===== config.mk =====
export PLATFORM = sky130hd
export DESIGN_NAME = instr_fetch
export DESIGN_NICKNAME = d
export VERILOG_FILES = /design/src/rtl/cpu_pkg.sv /design/src/rtl/cpu_reg.sv /design/src/rtl/instr_fetch.sv
export SDC_FILE = /design/constraint.sdc
export NUM_CORES = 1
export LEC_CHECK = 0
export CORE_ASPECT_RATIO = 0.8
export CORE_UTILIZATION = 47
export CTS_CLUSTER_DIAMETER = 60
export DETAILED_ROUTE_END_ITERATION = 8
export GPL_ROUTABILITY_DRIVEN = 0
export PLACE_DENSITY_LB_ADDON = 0.12
export SETUP_SLACK_MARGIN = 0.05
export SLEW_MARGIN = 15
export SYNTH_ARGS = -nofsm -noshare
export SYNTH_HDL_FRONTEND = slang
export SYNTH_HIERARCHICAL = 1
export SYNTH_SLANG_ARGS = --single-unit

===== constraint.sdc =====
create_clock -name clk -period 3.1 [get_ports clk]
set_clock_uncertainty 0.05 [all_clocks]
set_input_delay 0.775 -clock clk [delete_from_list [all_inputs] [get_ports clk]]
set_output_delay 0.775 -clock clk [all_outputs]
set_load 0.01 [all_outputs]

===== src/rtl/cpu_pkg.sv =====
// Shared CPU types: the instruction-fetch sequencer states.
package cpu_pkg;

    typedef enum logic [1:0] {
        FETCH,
        HOLD,
        DRAIN,
        HALTED
    } fetch_state_e;

endpackage


===== src/rtl/cpu_reg.sv =====
// Loadable register with synchronous active-high reset to a parameterised value.
module cpu_reg #(
    parameter int unsigned    SIZE      = 32,
    parameter logic [SIZE-1:0] RESET_VAL = '0
) (
    input  logic            clk,
    input  logic            rst,
    input  logic            ld_i,
    input  logic [SIZE-1:0] in_i,
    output logic [SIZE-1:0] out_o
);

    logic [SIZE-1:0] val_q;

    always_ff @(posedge clk) begin
        if (rst) begin
            val_q <= RESET_VAL;
        end else if (ld_i) begin
            val_q <= in_i;
        end
    end

    assign out_o = val_q;

endmodule


===== src/rtl/instr_fetch.sv =====
// Fetch stage: owns the PC, reads words over req/ack and hands each one to the IR
// with a single-cycle ir_ld strobe. Supports jump redirect, stale-read drain and halt.
module instr_fetch
    import cpu_pkg::*;
#(
    parameter int unsigned           SIZE       = 32,
    parameter int unsigned           ADDR_WIDTH = 16,
    parameter logic [ADDR_WIDTH-1:0] RESET_PC   = '0
) (
    input  logic                  clk,
    input  logic                  rst,
    output logic                  mem_rd,
    output logic [ADDR_WIDTH-1:0] mem_addr,
    input  logic                  mem_ack,
    input  logic [SIZE-1:0]       mem_data,
    output logic [SIZE-1:0]       ir_in,
    output logic                  ir_ld,
    input  logic                  decode_ready,
    input  logic                  jump,
    input  logic [ADDR_WIDTH-1:0] jump_addr,
    input  logic                  halt,
    output logic [ADDR_WIDTH-1:0] pc,
    output logic                  busy
);

    localparam logic [ADDR_WIDTH-1:0] PcStep = 1;

    fetch_state_e          state_q;
    logic [SIZE-1:0]       buf_q;
    logic [ADDR_WIDTH-1:0] drain_addr_q;
    logic                  pc_ld;
    logic [ADDR_WIDTH-1:0] pc_d;

    // Natural overflow of the adder gives the required modulo-2^ADDR_WIDTH wrap.
    always_comb begin
        pc_ld = jump || (state_q == FETCH && mem_ack);
        pc_d  = jump ? jump_addr : pc + PcStep;
    end

    cpu_reg #(
        .SIZE      (ADDR_WIDTH),
        .RESET_VAL (RESET_PC)
    ) u_pc (
        .clk   (clk),
        .rst   (rst),
        .ld_i  (pc_ld),
        .in_i  (pc_d),
        .out_o (pc)
    );

    always_comb begin
        mem_rd   = (state_q == FETCH || state_q == DRAIN) && !rst;
        mem_addr = (state_q == DRAIN) ? drain_addr_q : pc;
        ir_in    = buf_q;
        ir_ld    = (state_q == HOLD) && decode_ready && !jump && !rst;
        busy     = (state_q != HALTED);
    end

    always_ff @(posedge clk) begin
        if (rst) begin
            state_q      <= FETCH;
            buf_q        <= '0;
            drain_addr_q <= '0;
        end else begin
            unique case (state_q)
                FETCH: begin
                    if (jump) begin
                        // An un-acked request is still live at memory; wait it out at its address.
                        if (!mem_ack) begin
                            drain_addr_q <= pc;
                            state_q      <= DRAIN;
                        end
                    end else if (mem_ack) begin
                        buf_q   <= mem_data;
                        state_q <= HOLD;
                    end
                end
                HOLD: begin
                    if (jump) begin
                        state_q <= FETCH;
                    end else if (ir_ld) begin
                        state_q <= halt ? HALTED : FETCH;
                    end
                end
                DRAIN: begin
                    if (!jump && mem_ack) begin
                        state_q <= FETCH;
                    end
                end
                HALTED: begin
                    if (!halt) begin
                        state_q <= FETCH;
                    end
                end
                default: state_q <= FETCH;
            endcase
        end
    end

endmodule


# Yosys cells after proc, flatten, opt, wreduce, memory -nomap -nowiden
# Cells that the tools add are included.
totals:
  output_inout_bits: 67
  inputBits: 54
  ff_bits: 66
classes:
  add_sub_neg: 1
  mux: 11
  reduce_logical: 14
  eq_ne: 9
  n_bitwise: 2
ops:
  columns: ["op", "count"]
  rows:
  - ["16-bit 2-to-1 mux", 2]
  - ["16-bit by 1-bit adder with 16-bit output (second input constant)", 1]
  - ["2-bit 2-to-1 mux", 8]
  - ["3-bit != test (second input constant)", 3]
  - ["2-bit case mux with 4 select lines", 1]
  - ["1-bit logical AND", 6]
  - ["3-bit AND reduction", 2]
  - ["5-bit AND reduction", 1]
  - ["2-bit == test (second input constant)", 2]
  - ["2-bit != test (second input constant)", 2]
  - ["2-bit by 1-bit == test with 1-bit output (second input constant)", 1]
  - ["1-bit zero test", 2]
  - ["2-bit zero test", 1]
  - ["1-bit logical OR", 2]
  - ["2-bit by 1-bit != test with 1-bit output (second input constant)", 1]
  - ["1-bit NOT", 2]

# Depth between registers and ports, before layout
# Gate-level depths: netlist of run 1.
logic_depth:
  ltp_word: 7
  ltp_mapped: 7
  depth_no_buf: 7

# By module
# The synthesis of run 1 kept the hierarchy.
by_module_without_submodules:
  columns: ["module", "area_per_inst_um2", "instances", "cells_each"]
  rows:
  - ["instr_fetch", 2578.7, 1, 330]
  - ["cpu_reg", 580.6, 1, 52]

# Worst setup path before layout of run 1
# OpenSTA, ideal clock, no wires.
synth_path:
  path_kind: "input -> output"
  start: "input rst"
  end: "output mem_rd"
  path_slack_ps: 919
  required_time_ps: 2275
  n_path_buf: 2
  stages: 3
  arrival_time_ps: 1356
  cell_sequence: "clkbuf_1 > clkbuf_1 > nor2_1"
synth_between:
  elab_chain_len: 2
synth_rtl:
  columns: ["element", "line_no", "text"]
  rows:
  - ["start, declared", "instr_fetch.sv:11", "input logic rst,"]
  - ["1-bit zero test", "instr_fetch.sv:52", "mem_rd = (state_q == FETCH || state_q == DRAIN) && !rst;"]
  - ["1-bit logical AND", "instr_fetch.sv:52", null]
  - ["end, declared", "instr_fetch.sv:12", "output logic mem_rd,"]
# No other way between the ends.

# Worst setup path in the final report of run 1
layout_path:
  start: "input decode_ready"
  end: "output ir_ld"
layout_between:
  elab_chain_len: 3
layout_rtl:
  columns: ["element", "line_no", "text"]
  rows:
  - ["start, declared", "instr_fetch.sv:18", "input logic decode_ready,"]
  - ["1-bit logical AND (3 in a row)", "instr_fetch.sv:55", "ir_ld = (state_q == HOLD) && decode_ready && !jump && !rst;"]
  - ["end, declared", "instr_fetch.sv:17", "output logic ir_ld,"]
# No other way between the ends.

==> results of run 1 <==
stage by stage:
stage | instances | cell area (um^2) | hold slack, ns
floorplan | 382 | 3160 | 0.384
global placement | 563 | 4330 | 0.390
detailed placement | 563 | 4330 | 0.395
CTS | 578 | 4520 | 0.406
global route | 578 | 4520 | 0.424
finish | 578 | 4520 | 0.403
registers in the layout, summed over array words and instances, names as in the netlist:
| signal | cells |
|---|---|
| drain_addr_q | 16 |
| ir_in | 32 |
| state_q | 2 |
| u_pc/out_o | 16 |
per-layer routing:
| layer | vias to the layer above | routed length (um) | track usage [%] |
|---|---|---|---|
| met3 | 8 | 605 | 8.38 |
| li1 | 1472 | - | - |
| met2 | 85 | 3830 | 36.8 |
| met4 | 0 | 94 | 7.18 |
| met5 | - | 0 | 0 |
| met1 | 1337 | 3590 | 30.1 |
worst max-delay path by stage:
stage,endpoint,cells after the start
2_1_floorplan,mem_rd,3
3_3_place_gp,ir_ld,4
3_5_place_dp,ir_ld,4
4_1_cts,ir_ld,4
5_1_grt,ir_ld,4
6_report,ir_ld,4
critical path: cells and delay by family:
family                 cells  cell delay [ns]
buffers and inverters      2             0.97
AND/OR/NAND/NOR            2             0.41
power by group:
part,switching (mW),internal (mW),total [mW]
Combinational,0.174,0.228,0.402
Clock,0.317,0.387,0.704
Sequential,0.0524,0.891,0.943
area by class of cell:
| cell class | count | area (um^2) |
|---|---|---|
| multi-input combinational | 282 | 1640 |
| sequential | 66 | 1320 |
| fill | 567 | 1920 |
| tap | 84 | 105 |
| clock buffer | 12 | 145 |
| clock inverter | 3 | 40.0 |
| inverter | 3 | 11.3 |
| timing repair buffer | 128 | 1260 |
cell families (layout without fill, tap and decap cells):
family	count (synthesis)	after routing	share of synthesized area [%]
AO/OA/AOI/OAI	67	67	10.8
XOR/XNOR	14	14	3.88
adder cells (fa/ha/maj)	1	1	0.396
buffers and inverters	34	146	6.38
flip-flops	66	66	41.8
multiplexers	35	35	11.8
AND/OR/NAND/NOR	165	165	24.9
cells in the final DEF, fill, tap and decap left out, types with 2 or more instances in the layout:
cell	netlist	layout
a21oi_1	49	49
clkbuf_8	0	10
xnor2_1	10	10
nand4_1	2	2
nor4_2	3	3
clkinv_2	0	2
nor2b_1	4	3
mux2i_1	16	16
nand4_4	2	2
nor2_1	23	23
a211oi_1	2	2
o21ai_1	2	2
xor2_1	4	4
buf_4	5	8
nand2_1	114	114
dfxtp_1	66	66
clkdlybuf4s50_1	0	119
inv_1	3	3
mux2_2	19	19
nor3_1	4	4
nand3_1	4	4
nand2b_1	2	2
o21ai_0	13	13
clkbuf_1	11	2
==> impl_metrics.ini, run 1 <==
[routing]
drc_errors = 0
dr_total_vias = 2902
wl_per_cell_um = 14.0
antenna_left = 0
drt_iter0_markers = 120
via_per_inst = 5.02
drt-pass1-iter-count = 4
wl_um = 8120

[placed_design]
portBuffers = 120
place_ws_ns = 0.121
hpwl_um = 5520

[grt]
antenna_found_initial = 0
grt_pass1_wl_um = 12700
grt.total_usage_pct = 23.3
gr-total-overflow = 0
grt_pass1_vias = 2692
grt_start_max_net_pins = 67

[yosys]
synthCells = 382
synth_edf_count = 0
yosys-top-cells-count = nand2_1, dfxtp_1, a21oi_1, nor2_1, mux2_2
synth_flop_cell = dfxtp_1
netlist_area_um2 = 3160
yosys-top-cells-area = dfxtp_1, nand2_1, a21oi_1
syn-num-nets = 437
synth-seq-cells = 66
avgSynthCellArea_um2 = 8.27
ys_types = 35
yosysSeqAreaShare_pct = 41.8
synth_top_area_share_pct = 41.8
yosysMostFrequentCell = nand2_1
synth_top_area_cell = dfxtp_1
ys_warn_count = 6
async_flop_share_pct = 0

[floorplan]
die_y_um = 75.3
pin_count = 121
core_area_um2 = 6440
row_count = 26
start_util_pct = 49.0
die_area_um2 = 7060
die_w_um = 93.7

[hold_path]
hold_depth = 2
min_path_type = flip-flop to flip-flop
holdPathEnd = drain_addr_q[8]
hp-start = drain_addr_q[8]

[sta]
post-route-min-period_ns = 2.98
fin_crit_sh_pct = 96.1
drv_slew = 0
timing.final.ws_setup_ns = 0.120
hold_viol = 0
fin_setup_tns_ns = 0
setup_viol_count_final = 0
worst_pin_slew_ns = 0.710
rsz0062_at_grt = false
fmax_mhz = 336
relSlewSlack_pct = 52.7

[clock_network]
cts_buffers = 9
cts_hold_buf = 0
htreeDepth = 3
clk_latency_ns = 0.34
cts_tree = built
post_cts_buffers = 0
post_cts_resized = 0
clkSlewWorstSetupHoldPaths_ns = 0.07
clock-root-buffer = clkbuf_8
clock_path_buffers = 2
cts_num_sinks = 66

[final_layout]
n_antenna_cell = 0
final_util_pct = 70.1
fin_nets = 545
layout-drive-gt1-share_pct = 10.7
area_growth_pct = 43.0

[setup_path]
r2r_setup_slack_ns = 0.96
required_ns = 2.27
path_common_cell = clkdlybuf4s50_1
path_max_fanout = 3
r2r_start = u_pc/out_o[1]
cp-start-kind = primary input
r2r_end = u_pc/out_o[14]
cp-end-kind = primary output
startpoint = decode_ready
crit_chain = clkdlybuf4s50_1 -> nor2b_1 -> and3_1 -> clkdlybuf4s50_1
cpMaxStageDelayCell = clkdlybuf4s50_1
cp_slowest_stage_delay_ns = 0.53
reg2reg_depth = 7
cp.arrival_ns = 2.16
path_class = primary input to primary output

[power_and_ir_drop]
powerDensity_nw_per_um2 = 453
total_power_mw = 2.05
p_leak_nw = 1.68
max-vdd-ir-drop_mv = 0.365

[job]
cap_violations = 0

[status]
status = completed
Power figures use the tool's default switching activity.
==> run 2, diff against run 1 <==
--- a/config.mk
+++ b/config.mk
@@ -10,6 +10,7 @@
 export CTS_CLUSTER_DIAMETER = 60
 export DETAILED_ROUTE_END_ITERATION = 8
 export GPL_ROUTABILITY_DRIVEN = 0
+export GPL_TIMING_DRIVEN = 0
 export PLACE_DENSITY_LB_ADDON = 0.12
 export SETUP_SLACK_MARGIN = 0.05
 export SLEW_MARGIN = 15
==> impl_metrics.ini, run 2 (same netlist as run 1, synthesis figures left out) <==
[status]
status = completed

[floorplan]
die_w_um = 93.7
pin_count = 121
core_area_um2 = 6440
start_util_pct = 49.0
die_y_um = 75.3
die_area_um2 = 7060
row_count = 26

[sta]
fin_crit_sh_pct = 95.3
hold_viol = 0
rsz0062_at_grt = false
drv_slew = 0
fmax_mhz = 338
fin_setup_tns_ns = 0
setup_viol_count_final = 0
worst_pin_slew_ns = 0.505
relSlewSlack_pct = 66.3
post-route-min-period_ns = 2.95

[clock_network]
cts_hold_buf = 0
cts_num_sinks = 66
clkSlewWorstSetupHoldPaths_ns = 0.08
clk_latency_ns = 0.34
clock-root-buffer = clkbuf_8
cts_buffers = 9
post_cts_buffers = 0
cts_tree = built
clock_path_buffers = 2
htreeDepth = 3

[grt]
antenna_found_initial = 0
grt_start_max_net_pins = 13
gr-total-overflow = 0
grt_pass1_wl_um = 12900
grt_pass1_vias = 2680
grt.total_usage_pct = 24.0

[routing]
drc_errors = 0
drt-pass1-iter-count = 4
wl_per_cell_um = 14.0
drt_iter0_markers = 115
via_per_inst = 5.08
wl_um = 8430
dr_total_vias = 3052
antenna_left = 0

[setup_path]
crit_chain = buf_4 -> nand2b_1 -> buf_6 -> buf_6 -> mux2_2 -> clkdlybuf4s50_1
cp-start-kind = flip-flop
path_common_cell = buf_6
required_ns = 2.27
cpMaxStageDelayCell = clkdlybuf4s50_1
path_max_fanout = 10
cp_slowest_stage_delay_ns = 0.48
cp-end-kind = primary output
cp.arrival_ns = 2.13
path_class = flip-flop to primary output

[placed_design]
dp.cells = 585
hpwl_um = 6130
portBuffers = 119

[final_layout]
n_antenna_cell = 0
fin_nets = 567
stdcell_count = 601
area_growth_pct = 49.6
layout_commonest_cell = clkdlybuf4s50_1
num-fill-cells = 498
largest_register_ffs = 32
layout-drive-gt1-share_pct = 12.2
layout_common_cells = clkdlybuf4s50_1, nand2_1, dfxtp_1, a21oi_1, nor2_1

[job]
cap_violations = 0

[power_and_ir_drop]
p_leak_nw = 1.83
max-vdd-ir-drop_mv = 0.312
powerDensity_nw_per_um2 = 481

[hold_path]
min_path_type = flip-flop to flip-flop
-- run 2: area by class of cell --
class	count	area [um^2]	area share [%]
Buffer	31	203	4.29
Clock buffer	10	138	2.91
Clock inverter	6	114	2.41
Inverter	3	11.3	0.238
Multi-Input combinational cell	282	1640	34.6
Sequential cell	66	1320	28.0
Tap cell	84	105	2.22
Timing Repair Buffer	119	1200	25.3
-- run 2: through the flow --
stage / hold WS, ns / total power, mW / util, % / instance area (um^2) / worst slack [ns]
2_1_floorplan: 0.384 / 1.16 / - / 3160 / 0.919
3_3_place_gp: 0.389 / 1.37 / 69.2 / 4460 / 0.0572
3_5_place_dp: 0.397 / 1.38 / 69.2 / 4460 / 0.0442
4_1_cts: 0.406 / 2.29 / 73.2 / 4710 / 0.0872
5_1_grt: 0.419 / 2.36 / 73.4 / 4730 / 0.0628
6_report: 0.406 / 2.27 / 73.4 / 4730 / 0.145
-- run 2: final timing paths --
path / start / end / slack [ns] / depth (start not counted)
max reg2reg: u_pc/out_o[1] / u_pc/out_o[14] / 1.09 / 7
max: state_q[0] / mem_addr[11] / 0.15 / 6
min: ir_in[4] / ir_in[4] / 0.41 / 2
min reg2reg: ir_in[4] / ir_in[4] / 0.41 / 2
-- run 2: what timing repair did --
| action | in CTS | in global routing |
|---|---|---|
| gates resized for setup | 4 | 4 |
| setup endpoints to repair | 11 | 8 |
| cloned | 0 | 0 |
-- run 2: worst max-delay path: cells and delay by family, from the launching register on --
| kind | cells | cell delay (ns) |
|---|---|---|
| simple gates | 1 | 0.14 |
| flops | 1 | 0.33 |
| buf+inv | 4 | 0.97 |
| mux | 1 | 0.35 |
-- run 2: layer usage --
layer	up-vias	GRT usage (%)	routed length, um
li1	1520	-	-
met1	1402	31.7	3740
met5	-	0	0
met4	0	8.21	153
met2	113	38.4	3940
met3	17	6.89	595
-- run 2: power breakdown --
group          internal (mW)  switching [mW]
clock                  0.557           0.345
combinational          0.246           0.190
sequential             0.890          0.0443
